[config.mk]
export PLATFORM = sky130hd
export DESIGN_NAME = binary_to_octal_decoder
export DESIGN_NICKNAME = d
export VERILOG_FILES = /design/src/rtl/binary_to_octal_decoder_pkg.sv /design/src/rtl/binary_to_octal_decoder_hold_counter.sv /design/src/rtl/binary_to_octal_decoder.sv
export SDC_FILE = /design/constraint.sdc
export NUM_CORES = 1
export LEC_CHECK = 0
export BUFFER_PORTS_ARGS = -buffer_cell sky130_fd_sc_hd__buf_2
export CAP_MARGIN = 20
export CORE_ASPECT_RATIO = 1.2
export CORE_MARGIN = 1.5
export CORE_UTILIZATION = 42
export CTS_CLUSTER_SIZE = 28
export DETAILED_ROUTE_END_ITERATION = 16
export PLACE_DENSITY = 0.66
export SLEW_MARGIN = 20
export SYNTH_ARGS = -nofsm -noshare
export SYNTH_HDL_FRONTEND = slang
export SYNTH_SLANG_ARGS = --single-unit
[constraint.sdc]
create_clock -name clk -period 3.1 [get_ports clk]
set_input_delay 0.62 -clock clk [delete_from_list [all_inputs] [get_ports clk]]
set_output_delay 0.62 -clock clk [all_outputs]
set_load 0.05 [all_outputs]
[src/rtl/binary_to_octal_decoder_pkg.sv]
// Shared types and constants for the binary-to-octal one-hot decoder.
package binary_to_octal_decoder_pkg;

    localparam int unsigned ONEHOT_W = 8;

    typedef enum logic {
        IDLE = 1'b0,
        HOLD = 1'b1
    } state_t;

endpackage

[src/rtl/binary_to_octal_decoder_hold_counter.sv]
// Saturating hold countdown: loads HOLD_CYCLES-1, decrements to zero, flags zero.
module hold_counter #(
    parameter int unsigned HOLD_CYCLES = 4,
    localparam int unsigned CNT_W = $clog2(HOLD_CYCLES + 1)
) (
    input  logic clk,
    input  logic rst_n,
    input  logic i_load,
    input  logic i_dec,
    input  logic i_clear,
    output logic o_zero
);

    logic [CNT_W-1:0] r_count;

    always_ff @(posedge clk or negedge rst_n) begin
        if (!rst_n) begin
            r_count <= '0;
        end else if (i_load) begin
            r_count <= CNT_W'(HOLD_CYCLES - 1);
        end else if (i_clear) begin
            r_count <= '0;
        end else if (i_dec && (r_count != '0)) begin
            r_count <= r_count - 1'b1;
        end
    end

    assign o_zero = (r_count == '0);

endmodule

[src/rtl/binary_to_octal_decoder.sv]
// Decodes an accepted 3-bit code into a registered one-hot word held for
// HOLD_CYCLES cycles; en low during the hold aborts the word.
module binary_to_octal_decoder
    import binary_to_octal_decoder_pkg::*;
#(
    parameter int unsigned HOLD_CYCLES = 4
) (
    input  logic                clk,
    input  logic                rst_n,
    input  logic                en,
    input  logic                in_valid,
    input  logic [2:0]          in,
    output logic                in_ready,
    output logic [ONEHOT_W-1:0] out,
    output logic                out_valid,
    output logic                done,
    output logic                abort
);

    state_t              r_state;
    state_t              w_state_nxt;
    logic [ONEHOT_W-1:0] r_out;
    logic [ONEHOT_W-1:0] w_out_nxt;
    logic                r_out_valid;
    logic                w_xfer;
    logic                w_load;
    logic                w_dec;
    logic                w_clear;
    logic                w_zero;
    logic                w_done;
    logic                w_abort;

    hold_counter #(
        .HOLD_CYCLES(HOLD_CYCLES)
    ) u_hold_counter (
        .clk    (clk),
        .rst_n  (rst_n),
        .i_load (w_load),
        .i_dec  (w_dec),
        .i_clear(w_clear),
        .o_zero (w_zero)
    );

    assign in_ready = (r_state == IDLE) && en;
    assign w_xfer   = in_valid && in_ready;

    always_comb begin
        w_state_nxt = r_state;
        w_out_nxt   = r_out;
        w_load      = 1'b0;
        w_dec       = 1'b0;
        w_clear     = 1'b0;
        w_done      = 1'b0;
        w_abort     = 1'b0;
        case (r_state)
            IDLE: begin
                if (w_xfer) begin
                    w_state_nxt = HOLD;
                    w_out_nxt   = ONEHOT_W'(1) << in;
                    w_load      = 1'b1;
                end
            end
            HOLD: begin
                // Abort takes priority over completion when both coincide.
                if (!en) begin
                    w_abort     = 1'b1;
                    w_state_nxt = IDLE;
                    w_out_nxt   = '0;
                    w_clear     = 1'b1;
                end else if (w_zero) begin
                    w_done      = 1'b1;
                    w_state_nxt = IDLE;
                    w_out_nxt   = '0;
                    w_clear     = 1'b1;
                end else begin
                    w_dec = 1'b1;
                end
            end
            default: begin
                w_state_nxt = IDLE;
                w_out_nxt   = '0;
                w_clear     = 1'b1;
            end
        endcase
    end

    always_ff @(posedge clk or negedge rst_n) begin
        if (!rst_n) begin
            r_state     <= IDLE;
            r_out       <= '0;
            r_out_valid <= 1'b0;
        end else begin
            r_state     <= w_state_nxt;
            r_out       <= w_out_nxt;
            r_out_valid <= (w_out_nxt != '0);
        end
    end

    assign out       = r_out;
    assign out_valid = r_out_valid;
    assign done      = w_done;
    assign abort     = w_abort;

endmodule

==> qor.yml <==
rows: 16
yosys.area_share.simple_pct: 24.3
final_area_um2: 828
critical_path.cell_chain: "nand2_1 -> nor2_1 -> buf_2"
first_pass_iters: 4
dieArea_mm2: 0.00197
synth_edf_count: 0
synth_xor_area_share_pct: 1.22
yosysUniqueCellTypes: 33
pre_cts_ws_ns: 1.25
grt_max_degree: 16
power.internal_mw: 0.314
ir_drop_uv: 415
final_hold_viol_count: 0
clock_path_buffers: 2
setup_slack_ns: 1.04
use_met2_pct: 24.2
fmax_mhz: 485
synth_mux_area_share_pct: 1.39
yosysSeqAreaShare_pct: 45.2
netlist_area_um2: 719
path_class: "flip-flop to output port"
rsz0062_at_grt: "false"
cp-end-kind: "output port"
synthCells: 78
placed_area_um2: 801
rr_worst_depth: 6
pwr_density_cell_mw_per_mm2: 644
maxSlewViolCount: 0
vias: 618
use_met1_pct: 26.7
yosys.area.top_type_share_pct: 45.2
ys_dominant_reg_cell: "dfrtp_1"
p_clk_share_pct: 19.5
worst_pin_slew_ns: 0.425
htree_num_levels: 1
status: "finished clean"
top_usage_layer: "met1"
grt-ovfl-total: 0
relSlewSlack_pct: 71.7
async_flop_share_pct: 100
synth_top_family_by_area: "simple AND/OR/NAND/NOR gates"
cp-start-kind: "flip-flop"
die_w_um: 40.8
portBuffers: 18
crit_arrival_ns: 1.44
cts_tree: "done"
drt_iter0_drc: 7
syn_to_final_growth_pct: 15.1
r2r_slack_ns: 1.61
antenna_found_initial: 0
clkTransAtPathRegs_ns: 0.08
critPathSlowestCell: "dfrtp_1"
cap_viol_max_count: 0
p_switching_mw: 0.219
wirelength_um: 1390
dp_hpwl_um: 1060
required_ns: 2.48
synthTopCellsByCount: "dfrtp_1 (13), nand2_1 (12), nor2_1 (8), o21ai_0 (6)"
syn_area_per_cell_um2: 9.22
yosys.area_share.adder_pct: 3.48
drive_above_1_share_pct: 27.1
initial_core_util_pct: 44.4
drt-wirelength-per-cell_um: 12.2
rr_endpoint: "out_valid"
synth_compound_area_share_pct: 18.4
worst_hold_path_type: "input pin to asynchronous set/reset pin"
syn-num-nets: 87
leakagePower_nw: 0.415
cp_num_buf_inv: 1
grt_pass1_vias: 565
clock_latency_ns: 0.28
tritoncts_num_sinks: 13
nets: 106
antenna_cells: 0
place.gp.congestion: 0.759
fin_crit_sh_pct: 66.5
switching_share_pct: 41.1
synth_area_leaders: "dfrtp_1 (45%), nand2_1 (6.3%), o21ai_0 (4.2%)"
post_cts_buffers: 0
final.setup.tns_ns: 0
fin_skew_ns: 0.00445
drtAntennaViolNets: 0
die_h_um: 48.3
grt_pass1_wl_um: 2470
grt_util_met3_pct: 4.13
period_minus_slack_ns: 2.06
power.share.combinational_pct: 38.2
p_seq_share_pct: 42.3
grtUsageTotal_pct: 18.2
cts_resized: 0
power_mw: 0.533
yosysMostFrequentCell: "dfrtp_1"
yosys.area.top_type: "dfrtp_1"
cpPeakStageDelay_ns: 0.61
via_per_inst: 5.42
drc: 0
finalSetupViolations: 0
ys_ff_latch: 13
critPathTopFamily: "flip-flops"
cts_buffers: 3
design.core.area_mm2: 0.00162
r2r-start: "u_hold_counter.r_count[0]"
boundaryPins: 19
cp_max_fo: 15
hold_buffers: 0
yosys_warnings: 0
ctsRootBufferMaster: "clkbuf_4"
## cell families after synthesis
logic type      Yosys count
flops                    13
mux                       1
compound gates           19
xor+xnor                  1
buf+inv                   7
fa+ha+maj                 2
simple gates             35
## state kept, by name, summed over array words and instances (netlist names)
name,cells
out,8
out_valid,1
r_state,1
u_hold_counter.r_count,3
## worst register-to-register path: stages (launching register included)
cell and delay [ns]:
dfrtp_1 0.39, inv_1 0.09, ha_1 0.18, nor2b_1 0.20
o22ai_2 0.18, a32oi_1 0.22, nand4_1 0.11
## final cells by class
| cell class | instances | area (um^2) |
|---|---|---|
| Clock buffer | 3 | 22.5 |
| Tap cell | 18 | 22.5 |
| Inverter | 3 | 11.3 |
| Multi-Input combinational cell | 58 | 352 |
| Sequential cell | 13 | 325 |
| Fill cell | 168 | 793 |
| Clock inverter | 1 | 5.00 |
| Timing Repair Buffer | 18 | 90.1 |
## power by group through the flow
stage                     sequential (mW)  clock (mW)  combinational [mW]
after floorplan                     0.265           0               0.125
after global placement              0.228           0               0.201
after detailed placement            0.229           0               0.204
after CTS                           0.226       0.110               0.205
after global routing                0.232       0.117               0.226
final                               0.225       0.104               0.204
## how the worst max path moves through the flow
stage                  from     to  slack, ns  cells after the start
detailed placement       en   done       1.25                      4
global route        r_state   done       0.87                      3
global placement         en   done       1.28                      4
floorplan           r_state  abort       1.06                      2
CTS                 r_state   done       1.01                      3
finish              r_state   done       1.04                      3
## through the flow
step	cells	utilization (%)	hold slack (ns)
6_report	114	51.1	0.207
5_1_grt	114	51.1	0.214
4_1_cts	114	51.1	0.206
3_5_place_dp	110	49.4	0.485
3_3_place_gp	110	49.4	0.478
2_1_floorplan	78	-	0.324
## cell usage in the layout (no fill, tap or decap)
cell type	netlist	layout
a21oi_1	2	2
a22o_1	1	1
a22o_2	1	1
a311o_1	1	1
a32oi_1	2	2
and2_0	1	1
buf_2	1	18
clkbuf_4	0	3
clkinv_2	0	1
dfrtp_1	13	13
ha_1	2	2
inv_1	3	3
mux2i_1	1	1
nand2_1	12	12
nand2b_1	1	1
nand2b_4	1	1
nand3_1	1	1
nand3b_1	1	1
nand4_1	1	1
nor2_1	8	8
nor2b_1	3	3
nor3_1	2	2
nor4_1	1	1
o21ai_0	6	6
o21ai_1	1	1
o22ai_1	2	2
o22ai_2	1	1
o31ai_1	1	1
o41ai_1	1	1
or2_1	1	1
or2_2	1	1
or4_1	1	1
xnor2_1	1	1
## per-layer routing
layer | vias to the layer above | share of wire, % | wire [um]
met4 | 0 | 1.1 | 15
li1 | 315 | - | -
met2 | 14 | 49 | 685
met3 | 2 | 3.0 | 42
met5 | - | 0 | 0
met1 | 287 | 47 | 651
Note: power is estimated with default switching activity, not from simulation.
